File: config.mk
export PLATFORM = sky130hd
export DESIGN_NAME = tdc_uart_readout
export DESIGN_NICKNAME = d
export VERILOG_FILES = /design/src/rtl/tdc_uart_readout.sv
export SDC_FILE = /design/constraint.sdc
export NUM_CORES = 1
export LEC_CHECK = 0
export BUFFER_PORTS_ARGS = -buffer_cell sky130_fd_sc_hd__buf_4
export CAP_MARGIN = 20
export CORE_MARGIN = 3
export CORE_UTILIZATION = 60
export CTS_CLUSTER_DIAMETER = 150
export CTS_CLUSTER_SIZE = 30
export DETAILED_ROUTE_END_ITERATION = 6
export GPL_ROUTABILITY_DRIVEN = 0
export PLACE_DENSITY = 0.77
export RECOVER_POWER = 25
export SLEW_MARGIN = 0
export SYNTH_ARGS = -nofsm -noshare
export SYNTH_HDL_FRONTEND = slang
export SYNTH_SLANG_ARGS = --single-unit
File: constraint.sdc
create_clock -name iClk -period 24.3 [get_ports iClk]
set_clock_uncertainty 0.15 [all_clocks]
set_input_delay 1.215 -clock iClk [delete_from_list [all_inputs] [get_ports iClk]]
set_output_delay 1.215 -clock iClk [all_outputs]
set_load 0.005 [all_outputs]
File: src/rtl/tdc_uart_readout.sv
// TDC readout: edge-captures measurement words into a small FIFO and streams them
// as 8N1 UART frames (sync byte 8'hA5 followed by the word, MSB byte first).
module tdc_uart_readout #(
  parameter int DATA_W     = 32,
  parameter int CLK_DIV    = 868,
  parameter int FIFO_DEPTH = 16
) (
  input  logic                          iClk,
  input  logic                          iRst,
  input  logic [DATA_W-1:0]             iData,
  input  logic                          iDone,
  output logic                          oTx,
  output logic                          oBusy,
  output logic                          oOverflow,
  output logic [$clog2(FIFO_DEPTH):0]   oLevel
);

  localparam int NB = (DATA_W + 7) / 8;
  localparam int FW = (NB + 1) * 8;
  localparam int AW = $clog2(FIFO_DEPTH);
  localparam int LW = AW + 1;
  localparam int CW = $clog2(CLK_DIV);
  localparam int BW = $clog2(NB + 1);

  localparam logic [CW-1:0] DIV_LAST  = CW'(CLK_DIV - 1);
  localparam logic [BW-1:0] LAST_BYTE = BW'(NB);
  localparam logic [LW-1:0] DEPTH_L   = LW'(FIFO_DEPTH);
  localparam logic [7:0]    SYNC_BYTE = 8'hA5;

  typedef enum logic [1:0] {
    ST_IDLE  = 2'd0,
    ST_START = 2'd1,
    ST_DATA  = 2'd2,
    ST_STOP  = 2'd3
  } state_t;

  logic              done_q_r;
  logic [DATA_W-1:0] mem_r [FIFO_DEPTH];
  logic [AW-1:0]     wr_ptr_r;
  logic [AW-1:0]     rd_ptr_r;
  logic [LW-1:0]     level_r;
  logic              overflow_r;
  state_t            state_r;
  logic [CW-1:0]     cnt_r;
  logic [2:0]        bit_r;
  logic [BW-1:0]     byte_r;
  logic [FW-1:0]     frame_r;
  logic              tx_r;
  logic              busy_r;

  logic              push_s;
  logic              empty_s;
  logic              full_s;
  logic              baud_end_s;
  logic              frame_end_s;
  logic              pop_s;
  logic              accept_s;
  logic              drop_s;
  logic [NB*8-1:0]   word_ext_s;
  logic [FW-1:0]     load_frame_s;
  logic [7:0]        cur_byte_s;

  assign push_s       = iDone & ~done_q_r;
  assign empty_s      = (level_r == '0);
  assign full_s       = (level_r == DEPTH_L);
  assign baud_end_s   = (cnt_r == DIV_LAST);
  assign frame_end_s  = (state_r == ST_STOP) & baud_end_s & (byte_r == LAST_BYTE);
  assign pop_s        = ~empty_s & ((state_r == ST_IDLE) | frame_end_s);
  // A pop on the same edge frees the slot, so a push into a full FIFO is still taken.
  assign accept_s     = push_s & (~full_s | pop_s);
  assign drop_s       = push_s & full_s & ~pop_s;
  assign load_frame_s = {SYNC_BYTE, word_ext_s};
  assign cur_byte_s   = frame_r[FW-1 -: 8];

  // Zero-extend the FIFO head word to a whole number of bytes.
  always_comb begin
    word_ext_s              = '0;
    word_ext_s[DATA_W-1:0]  = mem_r[rd_ptr_r];
  end

  // Previous iDone for rising-edge detection.
  always_ff @(posedge iClk or posedge iRst) begin
    if (iRst) begin
      done_q_r <= 1'b0;
    end else begin
      done_q_r <= iDone;
    end
  end

  // Word buffer with occupancy count and sticky drop flag.
  always_ff @(posedge iClk or posedge iRst) begin
    if (iRst) begin
      wr_ptr_r   <= '0;
      rd_ptr_r   <= '0;
      level_r    <= '0;
      overflow_r <= 1'b0;
      for (int i = 0; i < FIFO_DEPTH; i++) begin
        mem_r[i] <= '0;
      end
    end else begin
      if (accept_s) begin
        mem_r[wr_ptr_r] <= iData;
        wr_ptr_r        <= wr_ptr_r + AW'(1);
      end
      if (pop_s) begin
        rd_ptr_r <= rd_ptr_r + AW'(1);
      end
      case ({accept_s, pop_s})
        2'b10:   level_r <= level_r + LW'(1);
        2'b01:   level_r <= level_r - LW'(1);
        default: level_r <= level_r;
      endcase
      if (drop_s) begin
        overflow_r <= 1'b1;
      end
    end
  end

  // Serializer FSM; tx and busy are registered from the current state so they move together.
  always_ff @(posedge iClk or posedge iRst) begin
    if (iRst) begin
      state_r <= ST_IDLE;
      cnt_r   <= '0;
      bit_r   <= 3'd0;
      byte_r  <= '0;
      frame_r <= '0;
      tx_r    <= 1'b1;
      busy_r  <= 1'b0;
    end else begin
      busy_r <= (state_r != ST_IDLE) | ~empty_s;
      case (state_r)
        ST_IDLE: begin
          tx_r  <= 1'b1;
          cnt_r <= '0;
          if (pop_s) begin
            frame_r <= load_frame_s;
            byte_r  <= '0;
            state_r <= ST_START;
          end else begin
            state_r <= ST_IDLE;
          end
        end
        ST_START: begin
          tx_r <= 1'b0;
          if (baud_end_s) begin
            cnt_r   <= '0;
            bit_r   <= 3'd0;
            state_r <= ST_DATA;
          end else begin
            cnt_r <= cnt_r + CW'(1);
          end
        end
        ST_DATA: begin
          tx_r <= cur_byte_s[bit_r];
          if (baud_end_s) begin
            cnt_r <= '0;
            if (bit_r == 3'd7) begin
              state_r <= ST_STOP;
            end else begin
              bit_r <= bit_r + 3'd1;
            end
          end else begin
            cnt_r <= cnt_r + CW'(1);
          end
        end
        ST_STOP: begin
          tx_r <= 1'b1;
          if (baud_end_s) begin
            cnt_r <= '0;
            if (byte_r != LAST_BYTE) begin
              byte_r  <= byte_r + BW'(1);
              frame_r <= {frame_r[FW-9:0], 8'h00};
              state_r <= ST_START;
            end else if (pop_s) begin
              frame_r <= load_frame_s;
              byte_r  <= '0;
              state_r <= ST_START;
            end else begin
              state_r <= ST_IDLE;
            end
          end else begin
            cnt_r <= cnt_r + CW'(1);
          end
        end
        default: begin
          state_r <= ST_IDLE;
          cnt_r   <= '0;
          tx_r    <= 1'b1;
        end
      endcase
    end
  end

  assign oTx       = tx_r;
  assign oBusy     = busy_r;
  assign oOverflow = overflow_r;
  assign oLevel    = level_r;

endmodule
==> metrics.md, run 1 <==
| Metric | Value |
|---|---|
| Fin area | 28300 µm² |
| Hpwl dp | 32.2 mm |
| CTS H-tree lvls | 1 |
| Crit path cell chain | clkbuf_1, clkinvlp_2, clkbuf_1, clkbuf_1 |
| Final Hold Vio Count | 0 |
| Area grow syn2layout | 4.68% |
| Post-synth EDFFs | 0 |
| Leakage Power | 0.0130 µW |
| Share of post-route cells with drive strength above 1 | 42.5% |
| DR WL/cell | 24.8 µm |
| Reg2Reg Launch Point | state_r[0]$_DFFE_PP0P_ |
| Hold_buf cts | 0 |
| Worst r2r dst | mem_r[403]$_DFFE_PP0P_ |
| IR drop worst, VDD | 0.0935 mV |
| Clock sink count | 587 |
| Initial antenna violation count | 1 |
| Initial core utilization | 60.9% |
| Synthesized instance count | 1769 |
| Clock-pin transition on the worst setup and hold timing paths | 0.12 ns |
| Worst-margin pin slew | 5.66 ns |
| Crit path top cell by count | clkbuf_1 |
| Hold Path Origin | cnt_r[0]$_DFF_PP0_ |
| Bufs and invs on worst path | 4 |
| Clk Latency, worst-skew pair | 0.58 ns |
| Final hold slack | 0.343 ns |
| Maximum buffer depth of the clock tree | 3 |
| Synth Flop Type | dfrtp_1 |
| Worst Path Required | 24.30 ns |
| # rows | 77 |
| Height of the chip | 218 µm |
| GRT Util Overall | 24.8% |
| Yosys reg bits | 587 |
| Max Slew Vio Count | 358 |
| Internal reg-to-reg setup slack | 19.76 ns |
| Largest net degree at the start of global routing | 132 |
| Layout Nets | 1772 |
| Die ar. | 47600 µm² |
| Tcrit/Tclk final | 33.0% |
| Sw Ratio | 32.6% |
| Routed Antenna Nets | 0 |
| Worst path top cell family by delay | buffers and inverters |
| Post-Synthesis Net Count | 1819 |
| Drt first-iter violations | 1069 |
| Sequential area share after synthesis | 54.3% |
| First-pass GRT wire length | 91.7 mm |
| Tmin final | 8.01 ns |
| Gate power share | 37.8% |
| PwrDens | 120 nW/µm² |
| Drt first pass iters | 4 |
| Critical path arrival | 8.01 ns |
| Max-slew headroom at the worst pin | -280% |
| Clock Power Share | 13.9% |
| Final WS setup | 16.29 ns |
| Async S/R FF share, synth | 100% |
| Worst hold-check path type | reg2reg |
| Post-CTS Resized | 0 |
| Finished Layout Cells | 2322 |
| Top-level I/O count | 43 |
| Netlist Area Pre-Place | 27000 µm² |
| Setup violators final | 0 |
| Vias in the first global route | 15.6k |
| Psw | 1100 µW |
| Maximum operating frequency | 125 MHz |
| Critical path endpoint category | async pin |
| Vias/cell | 6.40 |
| Synth cell types | 59 |
| RSZ-0062 raised after global routing | no |
| Critical path class | in2async |
| Worst Hold Endpoint | cnt_r[0]$_DFF_PP0_ |
| Violated checks | max-capacitance violations, max-slew violations |
| Maxcap violations | 5 |
| Setup TNS | 0 ns |
| Die Width | 218 µm |
| Num CTS Buffers | 23 |
| Outcome | complete, but fails checks |
| Maximum fanout along the worst path | 131 |
| Int Power | 2280 µW |
| Port Buf Inserts | 42 |
| Syn_area_per_cell | 15.3 µm² |
| # DRC | 0 |
| Crit path largest cell delay | 3.13 ns |
| Inst Count DP | 2284 |
| CTS tree | yes |
| Routed vias | 14.9k |
| Post-Route WL | 57.6 mm |
| # Post-CTS Setup Buffers | 0 |
| Worst r2r path cells | 7 |
| Total congestion overflow | 0 |
| Hold Path Stages | 1 |
| Synth Warn # | 0 |
| DP Worst Slack | 19.98 ns |
| CP startpoint kind | input pin |
| Slowest CP cell | clkinvlp_2 |
| Post-DP Area | 27600 µm² |
| Core Area | 44400 µm² |
| Clock root buffer | clkbuf_16 |
| Sequential share of power | 48.2% |
cell usage in the layout, fill, tap and decap left out, drive strengths merged, types with 4 or more instances in the layout:
cell and count:
mux2i 31, nor2b 4, a221oi 5, inv 14, o22a 4, clkbuf 41, buf 60, xnor2 14
nor3 9, nor2 23, ha 15, mux4 119, nand3 33, mux2 537, nand2 56, a31oi 4
nor4 4, xor2 4, a21oi 32, o221a 4, dfrtp 586, a22oi 5, nand2b 5, o22ai 24
a22o 17, o21ai 42, nand4 7
worst reg2reg max path, stage by stage, from the launching register on:
cell	delay, ns
dfrtp_1	0.42
ha_1	0.35
nand3_1	0.12
nor4_1	0.71
nor2_1	0.29
a31oi_4	0.93
nand3_4	0.87
mux2_2	0.59
cell families after synthesis:
kind of cell | synth area share (%)
compound gates | 3.77
xor+xnor | 0.583
fa+ha+maj | 0.694
buf+inv | 2.70
flops | 54.3
mux | 34.7
simple gates | 3.24
stage by stage:
stage,total power (µW),utilization [%]
2_1_floorplan,2590,-
3_3_place_gp,2870,62.2
5_1_grt,3580,63.7
3_5_place_dp,2930,62.2
6_report,3380,63.7
4_1_cts,3400,63.6
power groups by stage:
| stage | Sequential, µW | Clock [µW] | Combinational (µW) |
|---|---|---|---|
| 6_report | 1630 | 472 | 1280 |
| 5_1_grt | 1680 | 520 | 1380 |
| 4_1_cts | 1630 | 482 | 1290 |
| 3_5_place_dp | 1650 | 0 | 1280 |
| 3_3_place_gp | 1620 | 0 | 1240 |
| 2_1_floorplan | 1520 | 0 | 1070 |
cell usage after synthesis (12+ instances only):
cell / instances / area [µm²]
a21oi_1: 32 / 160
buf_1: 12 / 45.0
mux2i_1: 31 / 310
nand3_1: 21 / 105
o21ai_0: 42 / 210
mux4_2: 119 / 2680
mux2_2: 409 / 4610
buf_2: 50 / 250
a22o_1: 17 / 149
mux2_4: 90 / 1350
ha_1: 15 / 188
dfrtp_1: 586 / 14700
nand2_1: 56 / 210
mux2_1: 38 / 428
nor2_1: 22 / 82.6
inv_1: 15 / 56.3
o22ai_1: 23 / 144
xnor2_1: 14 / 123
clkbuf_1: 69 / 259
worst max-delay path by stage:
stage / from / end / slack (ns) / cells past startpoint
floorplan: iRst / bit_r[0]$_DFFE_PP0P_ / 6.51 / 1
global placement: iRst / mem_r[139]$_DFFE_PP0P_ / 20.06 / 4
detailed placement: iRst / mem_r[139]$_DFFE_PP0P_ / 19.98 / 4
CTS: state_r[0]$_DFFE_PP0P_ / mem_r[15]$_DFFE_PP0P_ / 20.04 / 7
global route: iRst / mem_r[427]$_DFFE_PP0P_ / 14.84 / 4
finish: iRst / mem_r[427]$_DFFE_PP0P_ / 16.29 / 4
state kept, by name (all words and copies together) (netlist names), 2 cells and up:
signal / cells
frame_r: 40
byte_r: 3
state_r: 2
oLevel: 5
bit_r: 3
wr_ptr_r: 4
mem_r: 512
cnt_r: 10
rd_ptr_r: 4
layer usage:
metal	track usage (%)	routed length, µm	vias to the layer above
met5	0	0	-
met3	2.61	2420	75
li1	-	-	6447
met1	35.8	25800	8045
met4	5.98	1280	0
met2	41.3	28100	304
layout make-up:
cell class	count	area, µm²
Multi-Input combinational cell	1025	11600
Antenna cell	1	2.50
Fill cell	3197	16100
Inverter	15	57.6
Tap cell	592	741
Clock buffer	31	606
Timing Repair Buffer	70	568
Clock inverter	1	16.3
Sequential cell	587	14700
Note: power is estimated with default switching activity, not from simulation.
==> run 2: changes to the inputs <==
- ABC_AREA: unset -> 1
- clock period: 24.3 -> 7.6 ns (I/O delays scaled with it)
==> metrics.md, run 2 <==
| Metric | Value |
|---|---|
| Worst Path Required | 8.07 ns (-16.23 ns) |
| Most frequent cells in the layout | nand2_1 (649), dfrtp_1 (583), o21ai_0 (384) |
| Drt first-iter violations | 2323 (+120%) |
| Clock root buffer | clkbuf_16 |
| Num CTS Buffers | 23 (unchanged) |
| Async S/R FF share, synth | 100% (unchanged) |
| Vias/cell | 6.22 (-2.8%) |
| Post-CTS Resized | 0 (unchanged) |
| DP Worst Slack | 4.02 ns (-15.97 ns) |
| Maximum buffer depth of the clock tree | 3 (unchanged) |
| Critical path arrival | 4.93 ns (-3.08 ns) |
| Post-synth EDFFs | 0 (unchanged) |
| Layout Nets | 2932 (+65%) |
| Routed Antenna Nets | 0 (unchanged) |
| Count leader, synth | nand2_1 |
| RSZ-0062 raised after global routing | no |
| Vias in the first global route | 20.7k (+33%) |
| Final WS setup | 3.14 ns (-13.15 ns) |
| Critical path endpoint category | async pin |
| Core Area | 43600 µm² (-1.7%) |
| Top-level I/O count | 43 (unchanged) |
| Hpwl dp | 38.7 mm (+20%) |
| Post-Route WL | 70.5 mm (+22%) |
| CTS H-tree lvls | 1 (unchanged) |
| Most common cell after layout, fill and taps aside | nand2_1 |
| Sequential share of power | 58.3% (+10 points) |
| Initial core utilization | 61.6% (+0.71 points) |
| Post-synth top cells | nand2_1 (646), dfrtp_1 (586), o21ai_0 (384) |
| CP startpoint kind | input pin |
| Hold_buf cts | 2 (+2) |
| Routed vias | 21.6k (+45%) |
| Port Buf Inserts | 42 (unchanged) |
| Top cell type by total area after synthesis | dfrtp_1 |
| Critical path class | in2async |
| Sequential area share after synthesis | 54.6% (+0.32 points) |
| Synth Warn # | 0 (unchanged) |
| Die ar. | 47400 µm² (-0.56%) |
| First-pass GRT wire length | 114 mm (+24%) |
| Maximum fanout along the worst path | 63 (-52%) |
| Synthesized instance count | 3018 (+71%) |
| Top reg by flops | mem_r |
| # rows | 76 (-1.3%) |
| Tmin final | 4.46 ns |
| Leakage Power | 0.0126 µW (-3.1%) |
| Setup TNS | 0 ns (unchanged) |
| Max-slew headroom at the worst pin | -60.3% (+220 points) |
| Post-synth top area share | 54.6% (+0.32 points) |
| Gate power share | 24.1% (-14 points) |
| Synth cell types | 55 (-6.8%) |
| Syn_area_per_cell | 8.91 µm² (-42%) |
| Clock-pin transition on the worst setup and hold timing paths | 0.11 ns (about the same) |
| Synth Flop Type | dfrtp_1 |
| Largest net degree at the start of global routing | 212 (+61%) |
| Initial antenna violation count | 0 (-1) |
| Max Slew Vio Count | 122 (-66%) |
| Height of the chip | 218 µm (-0.28%) |
| Psw | 2800 µW (+150%) |
| Netlist Area Pre-Place | 26900 µm² (-0.58%) |
| Clock sink count | 587 (unchanged) |
| Post-Synthesis Net Count | 3068 (+69%) |
| Clk Latency, worst-skew pair | 0.58 ns (about the same) |
| Outcome | complete, but fails checks |
| # Post-CTS Setup Buffers | 0 (unchanged) |
| PwrDens | 310 nW/µm² (+160%) |
| CTS tree | yes |
| Worst-margin pin slew | 2.40 ns (-3.26 ns) |
| Tcrit/Tclk final | 58.6% |
| Area grow syn2layout | 2.69% |
| GRT Util Overall | 30.1% (+5.2 points) |
| Clock Power Share | 17.7% (+3.8 points) |
| Max FFs per register | 512 (unchanged) |
| Maximum operating frequency | 224 MHz |
| Maxcap violations | 3 (-2) |
| Final Hold Vio Count | 0 (unchanged) |
| Setup violators final | 0 (unchanged) |
| Int Power | 5750 µW (+150%) |
| IR drop worst, VDD | 0.241 mV (+160%) |
| Largest regs | mem_r (512), frame_r (40), cnt_r (10) |
| Largest cells by area after synthesis | dfrtp_1 (55%), nand2_1 (9.0%), o21ai_0 (7.1%) |
| Sw Ratio | 32.8% (+0.19 points) |
| DR WL/cell | 20.3 µm (-18%) |
| Share of post-route cells with drive strength above 1 | 7.47% (-35 points) |
| Yosys reg bits | 587 (unchanged) |
| Diodes inserted | 0 (-1) |
| Total congestion overflow | 0 (unchanged) |
| Die Width | 218 µm (-0.28%) |
| Worst hold-check path type | in2reg |
| # DRC | 0 (unchanged) |
| Drt first pass iters | 5 (+1) |
| Layout Utilization | 63.2% (-0.49 points) |
| Violated checks | max-capacitance violations, max-slew violations |
-- run 2: cell types whose count changed after synthesis, sizes merged, moves of 90 or more --
| cell | previous run | this run |
|---|---|---|
| nand2 | 56 | 651 |
| mux2 | 537 | 0 |
| mux4 | 119 | 0 |
| o21ai | 42 | 731 |
| clkbuf | 69 | 159 |
| nor2 | 23 | 374 |
-- run 2: area by class of cell --
cell class | instances | area [µm²]
Multi-Input combinational cell | 2088 | 10500
Clock inverter | 1 | 16.3
Sequential cell | 587 | 14700
Inverter | 103 | 402
Clock buffer | 33 | 613
Tap cell | 585 | 732
Fill cell | 3590 | 16000
Timing Repair Buffer | 79 | 632
-- run 2: per-layer routing --
layer	GRT usage, %	vias up	wire, µm
met5	0	-	0
met4	9.50	0	2170
met3	3.66	153	5980
met2	48.4	1000	32700
met1	43.2	10600	29700
li1	-	9906	-
-- run 2: metrics by stage --
step                std cells  power (µW)  cell area (µm²)  hold WS, ns
finish                   3476        8550            27600        0.146
floorplan                3018        6570            26900        0.261
detailed placement       3439        7100            27000        0.312
CTS                      3475        8580            27600        0.129
global route             3476        9180            27600        0.166
global placement         3439        6930            27000        0.309
-- run 2: worst max-delay path, cell delays in order --
cell and delay, ns:
dlygate4sd3_1 0.53, clkbuf_4 0.13, clkinvlp_2 1.12, clkbuf_1 1.78
buf_4 0.87
-- run 2: path summary, 6_finish.rpt --
check / start / endpoint / slack (ns) / depth (start not counted)
setup / recovery: iRst / mem_r[299]$_DFFE_PP0P_ / 3.14 / 5
hold / removal: iData[8] / mem_r[424]$_DFFE_PP0P_ / 0.15 / 3
setup reg to reg: cnt_r[0]$_DFF_PP0_ / mem_r[504]$_DFFE_PP0P_ / 3.74 / 15
hold reg to reg: cnt_r[0]$_DFF_PP0_ / cnt_r[0]$_DFF_PP0_ / 0.34 / 1
max in group iClk: cnt_r[0]$_DFF_PP0_ / mem_r[504]$_DFFE_PP0P_ / 3.74 / 15
min in group asynchronous: iRst / wr_ptr_r[3]$_DFFE_PP0P_ / 0.70 / 3
-- run 2: logic make-up (layout without fill, tap and decap cells) --
group / count (synthesis) / after routing / share of synthesized area [%]
xor gates and xnor gates: 11 / 11 / 0.358
buffers and inverters: 343 / 216 / 6.17
muxes: 10 / 10 / 0.372
adders and majority gates: 15 / 15 / 0.698
AOI/OAI and AO/OA: 941 / 941 / 20.5
and+or+nand+nor: 1111 / 1111 / 17.3
DFF: 587 / 587 / 54.6
-- run 2: power groups by stage --
stage	Sequential, µW	Combinational [µW]	Clock (µW)
CTS	4970	2080	1530
global route	5130	2400	1650
finish	4980	2060	1510
global placement	4970	1950	0
floorplan	4840	1730	0
detailed placement	5020	2070	0
==> run 3: changes to the inputs <==
- clock period: 7.6 -> 4.63 ns (I/O delays scaled with it)
==> metrics.md, run 3 (synthesis gave the netlist of run 2 again) <==
| Metric | Value |
|---|---|
| Outcome | complete, but fails checks |
| Violated checks | max-capacitance violations, max-slew violations |
| CP startpoint kind | flip-flop |
| Setup violators final | 0 (unchanged) |
| End of the critical path | mem_r[292]$_DFFE_PP0P_ |
| Maximum operating frequency | 287 MHz |
| Clock-pin transition on the worst setup and hold timing paths | 0.11 ns (about the same) |
| CTS tree | yes |
| Int Power | 9460 µW (+64%) |
| Clk Latency, worst-skew pair | 0.59 ns (about the same) |
| Final WS setup | 1.15 ns (-1.99 ns) |
| Port Buf Inserts | 42 (unchanged) |
| Fin area | 27800 µm² (+0.85%) |
| Num CTS Buffers | 23 (unchanged) |
| # Post-CTS Setup Buffers | 0 (unchanged) |
| Leakage Power | 0.0127 µW (+0.75%) |
| Tcrit/Tclk final | 75.2% |
| Max Slew Vio Count | 104 (-15%) |
| Reg2Reg Launch Point | cnt_r[0]$_DFF_PP0_ |
| Tmin final | 3.48 ns |
| Most common cell after layout, fill and taps aside | nand2_1 |
| Vias in the first global route | 20.8k (+0.78%) |
| Critical path endpoint category | flip-flop |
| Worst r2r path cells | 15 (unchanged) |
| GRT Util Overall | 30.0% (-0.041 points) |
| Routed vias | 21.6k (-0.051%) |
| Internal reg-to-reg setup slack | 1.15 ns (-2.59 ns) |
| Initial core utilization | 61.6% (unchanged) |
| Vias/cell | 6.21 (-0.31%) |
| CTS H-tree lvls | 1 (unchanged) |
| FILL cells | 3605 (+0.42%) |
| Largest net degree at the start of global routing | 159 (-25%) |
| RSZ-0062 raised after global routing | no |
| Max-slew headroom at the worst pin | -30.9% (+29 points) |
| Share of post-route cells with drive strength above 1 | 7.83% (+0.36 points) |
| Hpwl dp | 40.3 mm (+4.1%) |
| Die ar. | 47400 µm² (unchanged) |
| Multi-input logic area | 10600 µm² (+0.50%) |
| Most frequent cells in the layout | nand2_1 (646), dfrtp_1 (583), o21ai_0 (384) |
| # rows | 76 (unchanged) |
| Critical path class | reg2reg |
| Worst hold-check path type | in2reg |
| DR WL/cell | 20.3 µm (about the same) |
| Diodes inserted | 0 (unchanged) |
| Core Area | 43600 µm² (unchanged) |
| Worst r2r dst | mem_r[292]$_DFFE_PP0P_ |
| Sequential share of power | 58.1% (-0.2 points) |
| Initial antenna violation count | 0 (unchanged) |
| Layout Utilization | 63.8% (+0.54 points) |
| Layout Nets | 2942 (+0.34%) |
| Top-level I/O count | 43 (unchanged) |
| Largest regs | mem_r (512), frame_r (40), cnt_r (10) |
| Maximum buffer depth of the clock tree | 3 (unchanged) |
| Clock Power Share | 17.7% (about the same) |
| Register area | 14700 µm² (unchanged) |
| Drt first pass iters | 6 (+1) |
| Clock root buffer | clkbuf_16 |
| Post-CTS Resized | 0 (unchanged) |
| Drt first-iter violations | 2420 (+4.2%) |
| Gate power share | 24.3% (+0.2 points) |
| Die Width | 218 µm (unchanged) |
| First-pass GRT wire length | 114 mm (+0.58%) |
| Critical path arrival | 3.81 ns (-1.12 ns) |
| Sw Ratio | 33.2% (+0.47 points) |
| Maximum fanout along the worst path | 47 (-25%) |
| Height of the chip | 218 µm (unchanged) |
| Inst Count DP | 3441 (+0.058%) |
| Top reg by flops | mem_r |
| Crit path from | cnt_r[0]$_DFF_PP0_ |
| Worst-margin pin slew | 1.96 ns (-0.441 ns) |
| Area grow syn2layout | 3.56% |
| IR drop worst, VDD | 0.421 mV (+75%) |
| DP Worst Slack | 1.22 ns (-2.80 ns) |
| Post-DP Area | 27100 µm² (+0.36%) |
| Maxcap violations | 2 (-1) |
| # DRC | 0 (unchanged) |
| Final Hold Vio Count | 0 (unchanged) |
| Psw | 4700 µW (+68%) |
| Clock sink count | 587 (unchanged) |
| PwrDens | 509 nW/µm² (+64%) |
| Max FFs per register | 512 (unchanged) |
| Total congestion overflow | 0 (unchanged) |
| Routed Antenna Nets | 0 (unchanged) |
| Worst Path Required | 4.95 ns (-3.12 ns) |
| Finished Layout Cells | 3485 (+0.26%) |
| Post-Route WL | 70.8 mm (+0.35%) |
-- run 3: timing repair --
action,in CTS,in global routing
hold buffers,9,0
setup endpoints to repair,0,0
endpoints found under the hold margin,78,0
-- run 3: power by group through the flow --
stage	sequential [µW]	combinational [µW]	clock [µW]
finish	8220	3430	2510
global route	8450	3990	2710
CTS	8190	3440	2540
detailed placement	8280	3430	0
global placement	8190	3220	0
floorplan	7940	2840	0
-- run 3: final cells by class --
| class | count | share of cell area, % |
|---|---|---|
| tap | 585 | 2.63 |
| sequential | 587 | 52.8 |
| inverter | 103 | 1.44 |
| timing repair buffer | 89 | 2.92 |
| clock buffer | 31 | 2.18 |
| multi-input combinational | 2088 | 37.9 |
| clock inverter | 2 | 0.0899 |
-- run 3: worst min path at each step --
stage / startpoint / depth (start not counted) / slack, ns / to
2_1_floorplan: iDone / 0 / 0.11 / done_q_r$_DFF_PP0_
3_3_place_gp: iDone / 1 / 0.20 / done_q_r$_DFF_PP0_
3_5_place_dp: iDone / 1 / 0.21 / done_q_r$_DFF_PP0_
4_1_cts: iData[2] / 3 / 0.003 / mem_r[98]$_DFFE_PP0P_
5_1_grt: iData[12] / 3 / 0.04 / mem_r[172]$_DFFE_PP0P_
6_report: iData[1] / 3 / 0.006 / mem_r[193]$_DFFE_PP0P_
-- run 3: per-stage QoR --
step,hold slack (ns),setup TNS (ns),total power (µW)
5_1_grt,0.0403,0,15100
2_1_floorplan,0.113,-2200.22,10800
4_1_cts,0.00308,0,14200
3_3_place_gp,0.201,0,11400
3_5_place_dp,0.209,0,11700
6_report,0.00586,0,14200
-- run 3: critical path, cell delays in order (launching register included) --
cell	delay, ns
dfrtp_1	0.41
ha_1	0.21
nand2_1	0.07
inv_1	0.06
nand2_2	0.06
nor2_4	0.12
nand4_4	0.13
nand2_4	0.13
nand2_4	0.07
nand4_4	0.08
nand2_4	0.11
inv_8	0.20
nand4_4	0.81
buf_4	0.55
nand2_1	0.11
o21ai_2	0.06
-- run 3: routing by layer --
layer / track usage, % / part of all wire (%) / up-vias
met5: 0 / 0 / -
met3: 3.40 / 7.8 / 149
met4: 9.46 / 3.5 / 0
met2: 47.8 / 46 / 924
li1: - / - / 9904
met1: 43.8 / 42 / 10600
